==> src/rtl/ahb_line_fill_master.sv <==
// AHB-Lite line-fill master: one fixed-length read burst per I-cache miss.
// Build option CRITICAL_WORD_FIRST_EN: wrapping burst that starts at the missed word.
`timescale 1ns/1ps
module ahb_line_fill_master #(
  parameter int ADDR_WIDTH = 32,
  parameter int DATA_WIDTH = 32,
  parameter int BEATS      = 4,
  localparam int IDX_W     = $clog2(BEATS)
) (
  input  logic                  clk,
  input  logic                  rstn,
  input  logic                  req_valid,
  input  logic [ADDR_WIDTH-1:0] req_addr,
  output logic                  req_ready,
  output logic [ADDR_WIDTH-1:0] haddr,
  output logic [1:0]            htrans,
  output logic                  hwrite,
  output logic [2:0]            hsize,
  output logic [2:0]            hburst,
  input  logic [DATA_WIDTH-1:0] hrdata,
  input  logic                  hready,
  output logic                  fill_valid,
  output logic [DATA_WIDTH-1:0] fill_data,
  output logic [IDX_W-1:0]      fill_idx,
  output logic                  fill_done
);
  // state | meaning
  // IDLE  | waiting for a miss request
  // ADDR  | NONSEQ address phase of the first beat
  // BURST | overlapped SEQ address / data phases until the last beat returns
  typedef enum logic [1:0] {IDLE, ADDR, BURST} state_t;

  localparam int               CNT_W      = IDX_W + 1;
  localparam logic [CNT_W-1:0] CNT_END    = CNT_W'(BEATS);
  localparam logic [IDX_W-1:0] IDX_LAST   = IDX_W'(BEATS - 1);
  localparam logic [1:0]       TR_IDLE    = 2'b00;
  localparam logic [1:0]       TR_NONSEQ  = 2'b10;
  localparam logic [1:0]       TR_SEQ     = 2'b11;
`ifdef CRITICAL_WORD_FIRST_EN
  localparam logic [2:0] BURST_CODE = (BEATS == 16) ? 3'b110 : (BEATS == 8) ? 3'b100 : 3'b010;
`else
  localparam logic [2:0] BURST_CODE = (BEATS == 16) ? 3'b111 : (BEATS == 8) ? 3'b101 : 3'b011;
`endif

  state_t                      state, state_nxt;
  logic [ADDR_WIDTH-1:IDX_W+2] line_base;
  logic [IDX_W-1:0]            start_idx;
  logic [IDX_W-1:0]            beat_idx;
  logic [CNT_W-1:0]            addr_cnt;
  logic [IDX_W-1:0]            data_cnt;
  logic                        accept;
  logic                        capture;
  logic                        unused_addr_bits;

  // Holding off req_ready during the fill_done cycle keeps the following cycle IDLE.
  assign req_ready = (state == IDLE) && !fill_done;
  assign accept    = req_valid && req_ready;
  assign capture   = (state == BURST) && hready;
  assign hwrite    = 1'b0;
  assign hsize     = 3'b010;

`ifdef CRITICAL_WORD_FIRST_EN
  assign unused_addr_bits = ^req_addr[1:0];
`else
  assign unused_addr_bits = ^req_addr[IDX_W+1:0];
`endif

  always_ff @(posedge clk or negedge rstn) begin
    if (!rstn) state <= IDLE;
    else       state <= state_nxt;
  end

  always_comb begin
    state_nxt = state;
    htrans    = TR_IDLE;
    hburst    = 3'b000;
    haddr     = '0;
    beat_idx  = start_idx + ((state == BURST) ? addr_cnt[IDX_W-1:0] : '0);
    case (state)
      IDLE: begin
        if (req_valid && !fill_done) state_nxt = ADDR;
      end
      ADDR: begin
        htrans = TR_NONSEQ;
        hburst = BURST_CODE;
        haddr  = {line_base, beat_idx, 2'b00};
        if (hready) state_nxt = BURST;
      end
      BURST: begin
        hburst = BURST_CODE;
        haddr  = {line_base, beat_idx, 2'b00};
        if (addr_cnt < CNT_END) htrans = TR_SEQ;
        if (hready && (data_cnt == IDX_LAST)) state_nxt = IDLE;
      end
      default: state_nxt = IDLE;
    endcase
  end

  always_ff @(posedge clk or negedge rstn) begin
    if (!rstn) begin
      line_base  <= '0;
      start_idx  <= '0;
      addr_cnt   <= '0;
      data_cnt   <= '0;
      fill_valid <= 1'b0;
      fill_data  <= '0;
      fill_idx   <= '0;
      fill_done  <= 1'b0;
    end else begin
      fill_valid <= capture;
      fill_done  <= capture && (data_cnt == IDX_LAST);
      if (accept) begin
        line_base <= req_addr[ADDR_WIDTH-1:IDX_W+2];
`ifdef CRITICAL_WORD_FIRST_EN
        start_idx <= req_addr[IDX_W+1:2];
`else
        start_idx <= '0;
`endif
        addr_cnt  <= '0;
        data_cnt  <= '0;
      end
      if ((state == ADDR) && hready) addr_cnt <= CNT_W'(1);
      if (capture) begin
        fill_data <= hrdata;
        fill_idx  <= start_idx + data_cnt;
        data_cnt  <= data_cnt + IDX_W'(1);
        if (addr_cnt < CNT_END) addr_cnt <= addr_cnt + CNT_W'(1);
      end
    end
  end

endmodule

==> config.mk <==
export PLATFORM = sky130hd
export DESIGN_NAME = ahb_line_fill_master
export DESIGN_NICKNAME = d
export VERILOG_FILES = /design/src/rtl/ahb_line_fill_master.sv
export SDC_FILE = /design/constraint.sdc
export NUM_CORES = 1
export LEC_CHECK = 0
export ABC_CLOCK_PERIOD_IN_PS = 3500
export CORE_MARGIN = 4
export CORE_UTILIZATION = 45
export CTS_BUF_LIST = sky130_fd_sc_hd__clkbuf_4
export CTS_CLUSTER_SIZE = 40
export DETAILED_ROUTE_END_ITERATION = 12
export HOLD_SLACK_MARGIN = 0.03
export MAX_ROUTING_LAYER = met4
export PLACE_DENSITY_LB_ADDON = 0.12
export SLEW_MARGIN = 0
export SYNTH_ARGS = -nofsm -noshare
export SYNTH_HDL_FRONTEND = slang
export SYNTH_SLANG_ARGS = --single-unit
==> constraint.sdc <==
create_clock -name clk -period 3.5 [get_ports clk]
set_input_delay 0.7 -clock clk [delete_from_list [all_inputs] [get_ports clk]]
set_output_delay 0.7 -clock clk [all_outputs]
set_load 0.02 [all_outputs]
# Word level (Yosys, flattened, before mapping)

Cells that the tools add are included.
Widths: inputs -> output; s select.

Equality and inequality tests: 6
Reductions and logical operators: 12
Add/subtract/negate cells: 2
Multiplexer cells: 15
Magnitude comparators: 1

Operators with widths:

| operator            | number |
|---|---|
| $mux 32             | 1 |
| $mux 2              | 8 |
| $mux 3              | 4 |
| $logic_and 1x1->1   | 7 |
| $pmux 2 s3          | 1 |
| $eq 2x2->1 const B  | 2 |
| $ne 2x1->1 const B  | 2 |
| $pmux 2 s2          | 1 |
| $add 3x1->3 const B | 1 |
| $lt 3x3->1 const B  | 1 |
| $reduce_and 3->1    | 1 |
| $add 2x1->2 const B | 1 |
| $eq 2x1->1 const B  | 1 |
| $logic_not 2->1     | 1 |
| $ne 2x2->1 const B  | 1 |
| $reduce_bool 2->1   | 1 |
| $reduce_or 2->1     | 1 |
| $logic_not 1->1     | 1 |

Bits of input ports: 68
Flip-flop bits (word level): 71

# Longest topological paths before layout

Gate-level depths: netlist of run 1.

Depth after elaboration: 7
Mapped depth: 7

# Least setup slack after synthesis of run 1

Ideal clock, no wire load.

Kind: reg-to-output
Start point: register state[0]
End point: output port haddr[10]
Path slack: 1.253 ns
Data arrival time: 1.547 ns
Cell stages (with the launch flop): 6
Path through: dfrtp_1 inv_1 ha_1 clkbuf_1 clkbuf_1 and2_1

Cells in the longest elaborated chain, start to end: 3
Elaborated cells on any way between the ends: 4
Classes of those cells: 2 x eq/ne; 1 x mux; 1 x reduce/logical

RTL lines:

| element                                  | RTL line | text |
|---|---|---|
| start: declaration                       | 45       | `state_t state, state_nxt;` |
| start signal: assignment                 | 70       | `else state <= state_nxt;` |
| $eq 2x2->1 or $eq 2x1->1 (tied branches) | 79       | `case (state)` |
| $reduce_or 2->1 (no source line) (*)     | n/a      |  |
| $mux 32 (*)                              | 79       |  |
| end: declaration                         | 15       | `output logic [ADDR_WIDTH-1:0] haddr,` |

Mark *: on every way between the ends. The rest lies on a longest branch, timed or not.

# Final worst setup path of run 1

Start point: register state[0]
End point: output port haddr[12]

Same word-level chain as after synthesis.

==> results.py, run 1 <==
metrics = {
    "outcome": {
        "status": "finished clean",
    },
    "sta": {
        "finalClockSkew_ps": 13.5,
        "maxSlewViolCount": 0,
        "fin_ws_ps": 437,
        "slew_headroom_pct": 41.7,
        "hold_violations": 0,
        "max_freq_mhz": 326,
        "tns_ps": 0,
        "worst_pin_slew_ps": 875,
        "rsz0062_at_grt": "no",
        "min_period_ps": 3060,
        "post-route-period-util_pct": 87.5,
        "setup_viol": 0,
    },
    "clock_tree": {
        "tritoncts": "built",
        "clock_latency_ps": 380,
        "postCtsHoldBufs": 0,
        "post-cts-setup-buffers": 0,
        "cts_made_buffers": 9,
        "ctsLongestPathBuffers": 2,
        "path_clk_slew_ps": 120,
        "htree_levels": 3,
        "clock_sinks": 71,
        "ctsResizeCount": 0,
        "cts_root_buf": "clkbuf_4",
    },
    "place": {
        "dpl-instance-area_um2": 4430,
        "dpl.hpwl_mm": 5.09,
        "port_buffers": 134,
        "gp_congestion": 0.708,
        "dp_cells": 421,
        "post-place-ws_ps": 802,
    },
    "detailed_routing": {
        "dr_total_vias": 2150,
        "totalWireLength_mm": 6.88,
        "drc": 0,
        "drtIter0Drc": 69,
        "detail-route-antenna-nets": 0,
        "avgRoutedWirePerCell_um": 15.8,
        "drt_pre_antenna_iters": 4,
        "drt-vias-per-instance": 4.93,
    },
    "global_route": {
        "grt_pass1_wl_mm": 11.4,
        "grt-ovfl-total": 0,
        "grt_max_degree": 39,
        "antenna_found_initial": 0,
        "grt_use_total_pct": 17.9,
        "first_global_vias": 2301,
    },
    "logic_synthesis": {
        "synth_top_cell_area_share_pct": 58.0,
        "synthDistinctLibCells": 24,
        "ys_seq_elements": 71,
        "yosys_warnings": 0,
        "yosys.area_share.xor_xnor_pct": 0,
        "avgSynthCellArea_um2": 13.9,
        "synthAdderAreaFrac_pct": 2.86,
        "synthCells": 220,
        "synth_seq_area_share_pct": 58.0,
        "synthSimpleGateAreaFrac_pct": 8.53,
        "synth_compound_area_share_pct": 1.92,
        "synth_top_family_by_area": "multiplexers",
        "yosys.area.top_type": "dfrtp_1",
        "synth.area.top_cells": "dfrtp_1 (58%), mux2_2 (24%), and2_1 (6.1%), ha_1 (2.9%), buf_4 (2.0%)",
        "syn-cell-area_um2": 3070,
        "synthMuxAreaShare_pct": 23.8,
    },
    "finish": {
        "syn_to_final_growth_pct": 49.5,
        "final_net_count": 430,
        "antenna_cells": 0,
        "drive_gt1_share_pct": 24.2,
        "final_area_um2": 4580,
        "instances_no_fill": 436,
    },
    "worst_setup_path": {
        "path_max_fanout": 25,
        "r2r_end": "fill_data[27]",
        "start_kind": "flip-flop",
        "crit_end": "haddr[12]",
        "setup.worst_path.start": "state[0]",
        "r2r_slack_ps": 1420,
        "reg2reg_depth": 5,
        "cp-end-kind": "output pin",
        "reg2reg_from": "state[0]",
        "path_class": "reg -> out",
        "crit_arrival_ps": 2360,
        "crit_required_ps": 2800,
    },
    "floorplanning": {
        "ios": 146,
        "row_count": 29,
        "dieArea_um2": 8200,
        "coreArea_um2": 6490,
        "start_util_pct": 47.2,
        "dieWidth_um": 90.5,
        "die_y_um": 90.5,
    },
    "pwr": {
        "p_sw_share_pct": 36.7,
        "power_density_nw_per_um2": 999,
        "comb_power_share_pct": 56.8,
        "p_seq_share_pct": 30.8,
        "p_int_uw": 2900,
        "ir_drop_v": 0.000521,
        "pwr-share-clk_pct": 12.4,
        "power_switching_uw": 1680,
        "p_leak_uw": 0.00196,
    },
    "run": {
        "cap_violations": 0,
    },
    "hold_path": {
        "hold_path.class": "in -> async",
    },
}
## worst min path at each step
stage,start,cells past startpoint,endpoint
detailed placement,addr_cnt[2],1,addr_cnt[2]
finish,rstn,1,line_base[22]
floorplan,rstn,0,addr_cnt[0]
global placement,addr_cnt[2],1,addr_cnt[2]
CTS,rstn,1,line_base[22]
global route,rstn,1,line_base[28]
## cell families (layout without fill, tap and decap cells)
logic type      Yosys count  after routing
compound gates            8              8
buf+inv                  23            157
fa+ha+maj                 7              7
simple gates             44             44
mux                      65             65
flops                    71             71
other cells               2              7
## flip-flops by register name, summed over array words and instances (netlist names)
signal	count
fill_valid	1
fill_done	1
state	2
line_base	28
data_cnt	2
fill_data	32
fill_idx	2
addr_cnt	3
## per-layer routing
metal,GRT usage (%),share of wire (%),up-vias
li1,-,-,998
met1,21.8,43,1053
met2,28.3,49,92
met3,4.75,6.9,7
met4,7.02,1.3,0
met5,-,0,-
## through the flow
stage	hold slack (ps)	util, %	total power [uW]
after detailed placement	484	68.2	4070
after global placement	475	68.2	4010
after CTS	420	70.5	4650
final	417	70.5	4580
after global routing	476	70.5	4860
after floorplan	404	-	2870
## power by group through the flow
stage	combinational, uW	clock (uW)	sequential [uW]
6_report	2600	568	1410
3_5_place_dp	2640	0	1430
5_1_grt	2780	628	1460
3_3_place_gp	2610	0	1400
2_1_floorplan	1220	0	1640
4_1_cts	2650	590	1410
## synth_stat cells, drive strengths merged
library cell  number
dfrtp             71
o211ai             1
ha                 7
o21a               1
mux2              64
mux2i              1
clkbuf             4
nand3              2
nand3b             1
a32o               1
nand2b             1
a222oi             1
and3               2
o21ai              3
buf               14
conb               2
a31o               1
nand2              6
and2              30
nor2b              2
inv                5
## layout make-up
type,count,area (um^2)
clock buffer,11,82.6
clock inverter,4,71.3
fill,488,1910
inverter,5,18.8
multi-input combinational,131,1160
sequential,71,1780
tap,77,96.3
timing repair buffer,137,1370
## cell usage in the layout, fill, tap and decap left out, drive strengths merged, types with 2 or more instances in the layout
cell	Yosys	routed
nand2	6	6
nor2b	2	2
nand3	2	2
and2	30	30
clkbuf	4	11
buf	14	4
inv	5	5
dfrtp	71	71
o21ai	3	3
ha	7	7
clkdlybuf4s50	0	133
mux2	64	64
bufinv	0	2
conb	2	7
and3	2	2
## worst max-delay path: stages, from the launching register on
cell,delay [ps]
dfrtp_1,410
inv_1,90
ha_1,420
buf_4,280
and2_1,160
clkdlybuf4s50_1,620
No activity file was read; power rests on OpenSTA's default activity.
==> run 2, diff against run 1 <==
--- a/config.mk
+++ b/config.mk
@@ -6,7 +6,7 @@
 export NUM_CORES = 1
 export LEC_CHECK = 0
 export ABC_CLOCK_PERIOD_IN_PS = 3500
-export CORE_MARGIN = 4
+export CORE_MARGIN = 2
 export CORE_UTILIZATION = 45
 export CTS_BUF_LIST = sky130_fd_sc_hd__clkbuf_4
 export CTS_CLUSTER_SIZE = 40
==> run 2 against run 1 <==
Maximum frequency is 0.34% lower. Design area about the same. Critical path type unchanged. Register-to-register slack hardly changed. Clock skew increased by 3.2 ps. Cell count grew 1.4%.
==> results.py, run 2 (same netlist as run 1, synthesis figures left out) <==
metrics = {
    "place": {
        "gp_congestion": 0.708,
        "port_buffers": 134,
        "dpl.hpwl_mm": 4.85,
    },
    "floorplanning": {
        "coreArea_um2": 6680,
        "ios": 146,
        "dieArea_um2": 7490,
        "row_count": 30,
        "start_util_pct": 45.9,
        "die_y_um": 86.5,
        "dieWidth_um": 86.5,
    },
    "worst_setup_path": {
        "cp-end-kind": "output pin",
        "path_max_fanout": 6,
        "r2r_slack_ps": 1410,
        "start_kind": "flip-flop",
        "crit_arrival_ps": 2370,
        "crit_required_ps": 2800,
        "path_class": "reg -> out",
    },
    "clock_tree": {
        "ctsResizeCount": 0,
        "post-cts-setup-buffers": 0,
        "cts_root_buf": "clkbuf_4",
        "clock_sinks": 71,
        "htree_levels": 3,
        "cts_made_buffers": 9,
        "postCtsHoldBufs": 0,
        "clock_latency_ps": 400,
        "tritoncts": "built",
        "path_clk_slew_ps": 120,
        "ctsLongestPathBuffers": 2,
    },
    "finish": {
        "final_common_cell": "clkdlybuf4s50_1",
        "regArea_um2": 1780,
        "syn_to_final_growth_pct": 49.5,
        "final_cell_mix": "clkdlybuf4s50_1 (133), dfrtp_1 (71), mux2_2 (64)",
        "antenna_cells": 0,
        "top_regs": "fill_data x32, line_base x28, addr_cnt x3",
        "final_net_count": 432,
        "drive_gt1_share_pct": 25.1,
        "largest_register": "fill_data",
        "largest_reg_flops": 32,
        "multi_input_area_um2": 1160,
        "n_fill_cell": 487,
    },
    "global_route": {
        "antenna_found_initial": 0,
        "grt_use_total_pct": 19.1,
        "grt-ovfl-total": 0,
        "grt_pass1_wl_mm": 10.5,
        "grt_max_degree": 36,
        "first_global_vias": 2162,
    },
    "detailed_routing": {
        "dr_total_vias": 2120,
        "drt-vias-per-instance": 4.80,
        "drt_pre_antenna_iters": 4,
        "totalWireLength_mm": 6.56,
        "drtIter0Drc": 30,
        "detail-route-antenna-nets": 0,
        "avgRoutedWirePerCell_um": 14.8,
        "drc": 0,
    },
    "pwr": {
        "power_density_nw_per_um2": 985,
        "p_leak_uw": 0.00197,
        "ir_drop_v": 0.000494,
    },
    "sta": {
        "worst_pin_slew_ps": 758,
        "post-route-period-util_pct": 87.8,
        "tns_ps": 0,
        "min_period_ps": 3070,
        "setup_viol": 0,
        "hold_violations": 0,
        "rsz0062_at_grt": "no",
        "max_freq_mhz": 325,
        "maxSlewViolCount": 0,
        "worst_hold_slack_ps": 358,
        "finalClockSkew_ps": 16.6,
        "slew_headroom_pct": 49.4,
    },
    "outcome": {
        "status": "finished clean",
    },
    "hold_path": {
        "hold_path.class": "in -> async",
    },
    "run": {
        "cap_violations": 0,
    },
}
run 2: cell count changes in the layout (fill, tap and decap cells not counted), sizes merged:
cell    previous run  this run
buf                4         6
bufinv             2         1
clkbuf            11        10
clkinv             1         4
run 2: layout make-up:
type	count	share of cell area, %
Inverter	5	0.410
Multi-Input combinational cell	131	25.4
Tap cell	80	2.18
Sequential cell	71	38.8
Timing Repair Buffer	139	30.2
Clock inverter	6	1.34
Clock buffer	10	1.64
run 2: where the power goes:
part,internal (uW),leakage (uW),switching [uW],total [uW]
Sequential,1220,0.000855,190,1410
Combinational,1390,0.00103,1210,2600
Clock,224,0.0000761,285,508
run 2: stage by stage:
step                      cells  power, uW  util [%]  worst slack [ps]  cell area [um^2]
final                       442       4510      68.6               426              4580
after global routing        442       4800      68.6               279              4580
after CTS                   442       4570      68.6               381              4580
after detailed placement    426       4050      66.6               857              4450
after global placement      426       3990      66.6               883              4450
after floorplan             225       2870         -              1250              3080
run 2: critical path, cell delays in order, from the launching register on:
cell and delay (ps):
dfrtp_1 430, inv_1 120, ha_1 270, nor2b_1 390, o21a_1 160, clkdlybuf4s50_1 600
run 2: layer usage:
metal | vias to the layer above | share of wire [%] | routed length (um) | GRT usage, %
met5 | - | 0 | 0 | -
met4 | 0 | 0.64 | 42 | 6.39
met3 | 4 | 8.3 | 544 | 7.24
met2 | 92 | 47 | 3110 | 28.2
met1 | 1018 | 44 | 2870 | 24.3
li1 | 1006 | - | - | -
run 2: path summary, 6_finish.rpt:
kind / from / endpoint / depth (start not counted)
worst max register to register: state[0] / fill_data[4] / 5
worst min-delay path: rstn / line_base[5] / 1
worst min register to register: line_base[24] / line_base[24] / 1
max in group asynchronous: rstn / fill_data[25] / 2
min in group clk: line_base[24] / line_base[24] / 1
worst max-delay path: state[0] / htrans[1] / 5
